--- src/rtl/mem_port_arbiter.sv ---
// ============================================================================
// Module      : mem_port_arbiter
// Description : Shares one single-ported memory between the instruction-fetch
//               (IF) and load/store (LS) paths. Only one transaction is in
//               flight at a time. Each response is routed back to the
//               requester that issued it.
//               Optional build macro MEM_ARB_RR_EN: round-robin arbitration
//               on contention. If it is undefined, LS has fixed priority
//               over IF.
// Revision    : 1.0 - initial release
// ============================================================================
`default_nettype none

module mem_port_arbiter #(
  parameter int ADDR_WIDTH = 32,
  parameter int DATA_WIDTH = 32
) (
  input  logic                    clock,
  input  logic                    reset,
  // instruction-fetch requester
  input  logic                    if_req_i,
  input  logic [ADDR_WIDTH-1:0]   if_addr_i,
  output logic                    if_gnt_o,
  output logic                    if_rvalid_o,
  output logic [DATA_WIDTH-1:0]   if_rdata_o,
  // load/store requester
  input  logic                    ls_req_i,
  input  logic                    ls_we_i,
  input  logic [DATA_WIDTH/8-1:0] ls_be_i,
  input  logic [ADDR_WIDTH-1:0]   ls_addr_i,
  input  logic [DATA_WIDTH-1:0]   ls_wdata_i,
  output logic                    ls_gnt_o,
  output logic                    ls_rvalid_o,
  output logic [DATA_WIDTH-1:0]   ls_rdata_o,
  // shared memory port
  output logic                    mem_req_o,
  output logic                    mem_we_o,
  output logic [DATA_WIDTH/8-1:0] mem_be_o,
  output logic [ADDR_WIDTH-1:0]   mem_addr_o,
  output logic [DATA_WIDTH-1:0]   mem_wdata_o,
  input  logic                    mem_gnt_i,
  input  logic                    mem_rvalid_i,
  input  logic [DATA_WIDTH-1:0]   mem_rdata_i
);

  localparam int c_BE_WIDTH = DATA_WIDTH / 8;

  typedef enum logic [1:0] {
    IDLE  = 2'd0,
    ISSUE = 2'd1,
    WAIT  = 2'd2
  } state_t;

  typedef enum logic {
    OWNER_IF = 1'b0,
    OWNER_LS = 1'b1
  } owner_t;

  state_t r_state;
  owner_t r_owner;

  logic w_idle;
  logic w_ls_win;
  logic w_if_win;

`ifdef MEM_ARB_RR_EN
  owner_t r_last_served;

  // On contention, LS wins only when IF was the most recently served requester
  assign w_ls_win = ls_req_i & (~if_req_i | (r_last_served == OWNER_IF));
`else
  // Fixed priority: LS always beats IF
  assign w_ls_win = ls_req_i;
`endif

  assign w_if_win = if_req_i & ~w_ls_win;
  assign w_idle   = (r_state == IDLE);

  // Grants are combinational and are only issued from IDLE outside reset
  assign ls_gnt_o = w_idle & ~reset & w_ls_win;
  assign if_gnt_o = w_idle & ~reset & w_if_win;

`ifdef MEM_ARB_RR_EN
  // Record which requester took the most recent grant
  always_ff @(posedge clock or posedge reset) begin
    if (reset) begin
      r_last_served <= OWNER_LS;
    end else if (w_idle && (w_ls_win || w_if_win)) begin
      r_last_served <= w_ls_win ? OWNER_LS : OWNER_IF;
    end
  end
`endif

  // Transaction FSM: latch the command, present it to memory, route the response
  always_ff @(posedge clock or posedge reset) begin
    if (reset) begin
      r_state     <= IDLE;
      r_owner     <= OWNER_IF;
      mem_req_o   <= 1'b0;
      mem_we_o    <= 1'b0;
      mem_be_o    <= '0;
      mem_addr_o  <= '0;
      mem_wdata_o <= '0;
      if_rvalid_o <= 1'b0;
      if_rdata_o  <= '0;
      ls_rvalid_o <= 1'b0;
      ls_rdata_o  <= '0;
    end else begin
      // Response strobes are single-cycle pulses
      if_rvalid_o <= 1'b0;
      ls_rvalid_o <= 1'b0;
      case (r_state)
        IDLE: begin
          if (w_ls_win) begin
            r_owner     <= OWNER_LS;
            mem_req_o   <= 1'b1;
            mem_we_o    <= ls_we_i;
            mem_be_o    <= ls_be_i;
            mem_addr_o  <= ls_addr_i;
            mem_wdata_o <= ls_wdata_i;
            r_state     <= ISSUE;
          end else if (w_if_win) begin
            // Fetches are always full-word reads
            r_owner     <= OWNER_IF;
            mem_req_o   <= 1'b1;
            mem_we_o    <= 1'b0;
            mem_be_o    <= {c_BE_WIDTH{1'b1}};
            mem_addr_o  <= if_addr_i;
            mem_wdata_o <= '0;
            r_state     <= ISSUE;
          end
        end
        ISSUE: begin
          if (mem_gnt_i) begin
            mem_req_o <= 1'b0;
            r_state   <= WAIT;
          end
        end
        WAIT: begin
          if (mem_rvalid_i) begin
            if (r_owner == OWNER_LS) begin
              ls_rvalid_o <= 1'b1;
              // A store is acknowledged with zero data
              ls_rdata_o  <= mem_we_o ? '0 : mem_rdata_i;
            end else begin
              if_rvalid_o <= 1'b1;
              if_rdata_o  <= mem_rdata_i;
            end
            r_state <= IDLE;
          end
        end
        default: begin
          r_state <= IDLE;
        end
      endcase
    end
  end

endmodule

`default_nettype wire

--- config.mk ---
export PLATFORM = sky130hd
export DESIGN_NAME = mem_port_arbiter
export DESIGN_NICKNAME = d
export VERILOG_FILES = /design/src/rtl/mem_port_arbiter.sv
export SDC_FILE = /design/constraint.sdc
export NUM_CORES = 1
export LEC_CHECK = 0
export CAP_MARGIN = 5
export CORE_AREA = 2 2 98 138
export CTS_BUF_LIST = sky130_fd_sc_hd__clkbuf_4 sky130_fd_sc_hd__clkbuf_8
export CTS_CLUSTER_SIZE = 20
export DETAILED_ROUTE_END_ITERATION = 10
export DIE_AREA = 0 0 100 140
export GPL_ROUTABILITY_DRIVEN = 0
export PLACE_DENSITY_LB_ADDON = 0.08
export SLEW_MARGIN = 20
export SYNTH_ARGS = -nofsm -noshare
export SYNTH_HDL_FRONTEND = slang
export SYNTH_SLANG_ARGS = --single-unit
--- constraint.sdc ---
create_clock -name clock -period 10.4 [get_ports clock]
set_input_delay 1.04 -clock clock [delete_from_list [all_inputs] [get_ports clock]]
set_output_delay 1.04 -clock clock [all_outputs]
set_load 0.05 [all_outputs]
==> qor.yml, run 1 <==
clock_tree:
  cts-htree-levels: 4
  clkTransAtPathRegs_ns: 0.08
  tritoncts: "built"
  holdBufCountCts: 0
  clock-sinks: 139
  clock-root-buffer: "clkbuf_8"
  cts_buffer_depth: 2
  cts_buffers: 17
  cts_resized: 0
  clk_latency_ns: 0.43
  cts_setup_buffers: 0
placed_design:
  place_inst: 825
  hpwlAfterDp_um: 11400
  io_buffers: 276
detailed_routing:
  vias: 4358
  wl_per_cell_um: 18.0
  drc: 0
  vias_per_cell: 5.09
  drt_first_pass_iters: 4
  wl_um: 15400
  wl_met3_um: 1320
  ant_nets: 0
  top_layer: "met4"
  wl_met2_um: 8050
  drtIter0Drc: 83
  wl_met1_um: 5590
layout:
  final_net_count: 830
  mostFrequentLayoutCell: "clkdlybuf4s50_1"
  diodes: 0
  post_layout_nonfiller_instances: 857
  layout_common_cells: "clkdlybuf4s50_1, dfrtp_1, mux2_2"
  drive_gt1_frac: 0.197
  area.growth.synth_to_final_pct: 58.4
yosys:
  synth_fp_nets: 556
  async_reset_ff_frac: 1.00
  yosysWarnings: 0
  syn_inst: 417
  synth_ff_type: "dfrtp_1"
  synth_edf_count: 0
  synth_cell_types: 22
  syn-cell-area_um2: 5650
  synth-seq-cells: 139
  ys_seq_area_frac: 0.616
  syn_avg_cell_area_um2: 13.5
pwr:
  ir_drop_mv: 0.204
  internal_power_mw: 1.72
  power.leakage_nw: 3.80
  power_density_nw_per_um2: 365
  comb_power_share: 0.572
  switching_share: 0.474
  p_clk_frac: 0.143
  power_switching_mw: 1.55
  seq_power_share: 0.285
worst_setup_path:
  crit_path_start_kind: "input port"
  cp_max_fo: 37
  arrival_ns: 3.10
  timing.critical_path.mode_cell: "clkdlybuf4s50_1"
  cp.required_ns: 9.36
  slowest_delay_ns: 0.81
  path_delay_family: "buffers and inverters"
  cp_num_buf_inv: 3
  cp_cell_sequence: "clkdlybuf4s50_1 -> buf_4 -> nand2_1 -> nor2_1 -> clkdlybuf4s50_1"
  end_kind: "output pin"
  crit_slowest_cell: "clkdlybuf4s50_1"
  crit_type: "in2out"
sta:
  hold_viol: 0
  worst_clock_skew_ns: 0.0137
  period_share: 0.398
  rsz0062_at_grt: "false"
  fmax_mhz: 241
  slew_headroom: 0.373
  setup_violations: 0
  finalMaxSlewViolations: 0
  holdWs_ns: 0.487
  period_minus_slack_ns: 4.14
  max_slew.worst_pin.slew_ns: 0.940
  tns_ns: 0
grt:
  antenna_found_initial: 0
  grtUsageTotal: 0.229
  grt_pass1_wl_um: 24900
  grt_pass1_vias: 4807
  grt_remaining_overflow: 0
  grt_max_degree: 77
status:
  status: "complete, no violations"
die:
  die_h_um: 140
  start_util: 0.443
  rows: 49
  dieArea_um2: 14000
  coreArea_um2: 12800
  die_w_um: 100
  num_io_pins: 277
worst_hold_path:
  hp-class: "reg2reg"
run:
  maxCapViolCount: 0
[final timing paths]
path                                start        endpoint  slack [ns]  cells after the start
hold / removal             ls_rdata_o[13]  ls_rdata_o[13]        0.49                      2
setup / recovery                 ls_req_i        ls_gnt_o        6.26                      5
hold reg to reg            ls_rdata_o[13]  ls_rdata_o[13]        0.49                      2
min in group asynchronous           reset     mem_be_o[0]        1.16                      2
setup reg to reg               r_state[0]  mem_addr_o[28]        8.22                      4
max in group asynchronous           reset      r_state[0]        7.97                      3
[worst register-to-register path: stages, from the launching register on]
cell	delay, ns
dfrtp_1	0.42
nor2_2	0.27
o21a_1	0.59
buf_4	0.42
mux2_2	0.39
[cell usage after synthesis (2+ instances only)]
| cell | n | area [um2] |
|---|---|---|
| a22o_1 | 33 | 289 |
| buf_2 | 10 | 50.1 |
| buf_4 | 4 | 30.0 |
| buf_6 | 3 | 33.8 |
| clkbuf_1 | 11 | 41.3 |
| dfrtp_1 | 139 | 3480 |
| inv_1 | 2 | 7.51 |
| mux2_2 | 96 | 1080 |
| nand2_1 | 36 | 135 |
| nand2b_1 | 34 | 213 |
| nor2_1 | 2 | 7.51 |
| o21ai_0 | 33 | 165 |
| o21ai_1 | 2 | 10.0 |
| o22a_1 | 4 | 35.0 |
[stage by stage]
step           setup slack (ns)  utilization  instance area [um2]  power [mW]
5_1_grt                    6.14        0.701                 8940        3.42
4_1_cts                    6.25        0.701                 8940        3.30
2_1_floorplan              5.64            -                 5650        2.16
3_3_place_gp               6.29        0.666                 8500        2.78
6_report                   6.26        0.701                 8940        3.27
3_5_place_dp               6.26        0.668                 8510        2.82
[power by group through the flow]
stage / combinational, mW / clock (mW) / sequential [mW]
2_1_floorplan: 0.394 / 0 / 1.76
3_3_place_gp: 1.85 / 0 / 0.927
3_5_place_dp: 1.88 / 0 / 0.943
4_1_cts: 1.88 / 0.479 / 0.936
5_1_grt: 1.94 / 0.507 / 0.966
6_report: 1.87 / 0.466 / 0.932
[cell families (layout without fill, tap and decap cells)]
group	count (synthesis)	after routing	synth area share
flops	139	139	0.616
mux	96	96	0.191
simple gates	78	78	0.0725
compound gates	74	74	0.0911
buf+inv	30	317	0.0288
[layout make-up]
cell class | count | area, um2
Fill cell | 971 | 3810
Clock inverter | 14 | 183
Multi-Input combinational cell | 248 | 2010
Inverter | 2 | 12.5
Clock buffer | 18 | 248
Tap cell | 153 | 191
Sequential cell | 139 | 3480
Timing Repair Buffer | 283 | 2820
[sequential cells by signal, summed over array words and instances, names as in the netlist]
signal       count
if_rdata_o      32
mem_we_o         1
r_state          2
mem_addr_o      32
ls_rdata_o      32
mem_req_o        1
ls_rvalid_o      1
if_rvalid_o      1
mem_be_o         4
mem_wdata_o     32
r_owner          1
[layer usage]
metal  vias up  GRT usage
met2       192      0.401
met5         -          0
met1      2122      0.251
met4         0     0.0923
met3        25     0.0808
li1       2019          -
(Power assumes the default switching activity.)
==> inputs of run 2 (changes only) <==
--- a/config.mk
+++ b/config.mk
@@ -6,11 +6,11 @@
 export NUM_CORES = 1
 export LEC_CHECK = 0
 export CAP_MARGIN = 5
-export CORE_AREA = 2 2 98 138
+export CORE_AREA = 2 2 107 150
 export CTS_BUF_LIST = sky130_fd_sc_hd__clkbuf_4 sky130_fd_sc_hd__clkbuf_8
 export CTS_CLUSTER_SIZE = 20
 export DETAILED_ROUTE_END_ITERATION = 10
-export DIE_AREA = 0 0 100 140
+export DIE_AREA = 0 0 109 152
 export GPL_ROUTABILITY_DRIVEN = 0
 export PLACE_DENSITY_LB_ADDON = 0.08
 export SLEW_MARGIN = 20
==> constraint.sdc (replaced) <==
create_clock -name clock -period 3.49 [get_ports clock]
set_input_delay 0.349 -clock clock [delete_from_list [all_inputs] [get_ports clock]]
set_output_delay 0.349 -clock clock [all_outputs]
set_load 0.05 [all_outputs]
==> qor.yml, run 2 (synthesized netlist as in run 1, its figures left out) <==
layout:
  multi_input_area_um2: 2010  # unchanged
  area.growth.synth_to_final_pct: 60.5  # was 58.4%
  layout_common_cells: "clkdlybuf4s50_1, dfrtp_1, mux2_2"  # unchanged
  diodes: 0  # unchanged
  utilization: 0.591  # was 0.701
  mostFrequentLayoutCell: "clkdlybuf4s50_1"  # unchanged
  drive_gt1_frac: 0.203  # was 0.197
  final.fill_count: 1302  # was 971
  final-seq-area_um2: 3480  # unchanged
  final_net_count: 834  # was 830
  stdcell_area_um2: 9060  # was 8940 um2
sta:
  worst_clock_skew_ns: 0.0153  # was 0.0137 ns
  slew_headroom: 0.418  # was 0.373
  hold_viol: 0  # unchanged
  period_share: 0.699
  finalMaxSlewViolations: 0  # unchanged
  period_minus_slack_ns: 2.44
  fin_ws_ns: 1.05  # was 6.26 ns
  tns_ns: 0  # unchanged
  rsz0062_at_grt: "false"  # unchanged
  setup_violations: 0  # unchanged
  fmax_mhz: 410
  max_slew.worst_pin.slew_ns: 0.872  # was 0.940 ns
pwr:
  power_density_nw_per_um2: 1080  # was 365 nW/um2
  internal_power_mw: 5.14  # was 1.72 mW
  power.leakage_nw: 3.83  # was 3.80 nW
  power_switching_mw: 4.62  # was 1.55 mW
  seq_power_share: 0.281  # was 0.285
  p_clk_frac: 0.145  # was 0.143
  ir_drop_mv: 0.498  # was 0.204 mV
  comb_power_share: 0.575  # was 0.572
  switching_share: 0.473  # was 0.474
grt:
  grt_pass1_vias: 4788  # was 4807
  grt_max_degree: 49  # was 77
  antenna_found_initial: 0  # unchanged
  grt_pass1_wl_um: 24700  # was 24900 um
  grt_remaining_overflow: 0  # unchanged
  grtUsageTotal: 0.193  # was 0.229
clock_tree:
  cts-htree-levels: 4  # unchanged
  clock-root-buffer: "clkbuf_8"  # unchanged
  clock-sinks: 139  # unchanged
  clkTransAtPathRegs_ns: 0.09  # was 0.08 ns
  clk_latency_ns: 0.43  # about the same
  cts_setup_buffers: 0  # unchanged
  cts_resized: 0  # unchanged
  holdBufCountCts: 0  # unchanged
  cts_buffers: 17  # unchanged
  tritoncts: "built"  # unchanged
  cts_buffer_depth: 2  # unchanged
worst_setup_path:
  arrival_ns: 2.09  # was 3.10 ns
  slowest_delay_ns: 0.80  # was 0.81 ns
  crit_slowest_cell: "clkdlybuf4s50_1"  # unchanged
  cp_num_buf_inv: 1  # was 3
  cp.required_ns: 3.14  # was 9.36 ns
  cp_cell_sequence: "nor2_2 -> and3_1 -> clkdlybuf4s50_1"  # was clkdlybuf4s50_1 -> buf_4 -> nand2_1 -> nor2_1 -> clkdlybuf4s50_1
  cp_max_fo: 6  # was 37
  path_delay_family: "buffers and inverters"  # unchanged
  end_kind: "output pin"  # unchanged
  crit_path_start_kind: "flip-flop"  # was input port
  crit_type: "reg2out"  # was in2out
detailed_routing:
  wl_per_cell_um: 17.1  # was 18.0 um
  ant_nets: 0  # unchanged
  drt_first_pass_iters: 4  # unchanged
  wl_um: 15500  # was 15400 um
  vias: 4294  # was 4358
  drtIter0Drc: 140  # was 83
  drc: 0  # unchanged
  vias_per_cell: 4.75  # was 5.09
die:
  die_h_um: 152  # was 140 um
  start_util: 0.368  # was 0.443
  dieArea_um2: 16600  # was 14000 um2
  rows: 54  # was 49
  die_w_um: 109  # was 100 um
  num_io_pins: 277  # unchanged
  coreArea_um2: 15300  # was 12800 um2
status:
  status: "complete, no violations"  # unchanged
placed_design:
  placed_cell_area_um2: 8620  # was 8510 um2
  hpwlAfterDp_um: 11600  # was 11400 um
  pre_cts_ws_ns: 1.02  # was 6.26 ns
  io_buffers: 276  # unchanged
run:
  maxCapViolCount: 0  # unchanged
worst_hold_path:
  hp-class: "in2async"  # was reg2reg
==> run 2: worst reg2reg max path, delay by kind of cell (launching register included) <==
kind | cells | cell delay, ns
buffers and inverters | 1 | 0.52
flip-flops | 1 | 0.43
AO/OA/AOI/OAI | 1 | 0.09
AND/OR/NAND/NOR | 2 | 0.86
==> run 2: metal layers <==
metal / part of all wire / routed length, um / global-route usage
met1: 0.37 / 5690 / 0.216
met2: 0.52 / 8020 / 0.328
met3: 0.089 / 1380 / 0.0764
met4: 0.026 / 404 / 0.0690
met5: 0 / 0 / 0
==> run 2: final timing paths <==
kind | start | endpoint | slack (ns) | cells past startpoint
setup / recovery | r_state[0] | if_gnt_o | 1.05 | 3
hold / removal | reset | mem_be_o[0] | 0.48 | 2
setup reg to reg | r_state[0] | ls_rdata_o[20] | 1.46 | 4
hold reg to reg | mem_req_o | mem_req_o | 0.49 | 2
max in group asynchronous | reset | mem_wdata_o[26] | 2.25 | 3
min in group clock | mem_req_o | mem_req_o | 0.49 | 2
==> run 2: stage by stage <==
stage | cells | power (mW) | hold slack (ns)
after floorplan | 417 | 6.43 | 0.456
after global placement | 872 | 8.34 | 0.462
after detailed placement | 872 | 8.43 | 0.471
after CTS | 904 | 9.88 | 0.459
after global routing | 904 | 10.2 | 0.475
final | 904 | 9.76 | 0.484
==> run 2: layout make-up <==
type                    instances  area share
clock buffers                  19      0.0282
inverters                       2     0.00124
well taps                     196      0.0271
repair buffers                287       0.318
multi-input cells             248       0.222
clock inverters                13      0.0199
flip-flops and latches        139       0.384
==> run 2: power groups by stage <==
stage	Combinational (mW)	Sequential (mW)	Clock, mW
2_1_floorplan	1.17	5.26	0
3_3_place_gp	5.59	2.74	0
3_5_place_dp	5.66	2.77	0
4_1_cts	5.67	2.75	1.46
5_1_grt	5.85	2.84	1.54
6_report	5.61	2.74	1.41
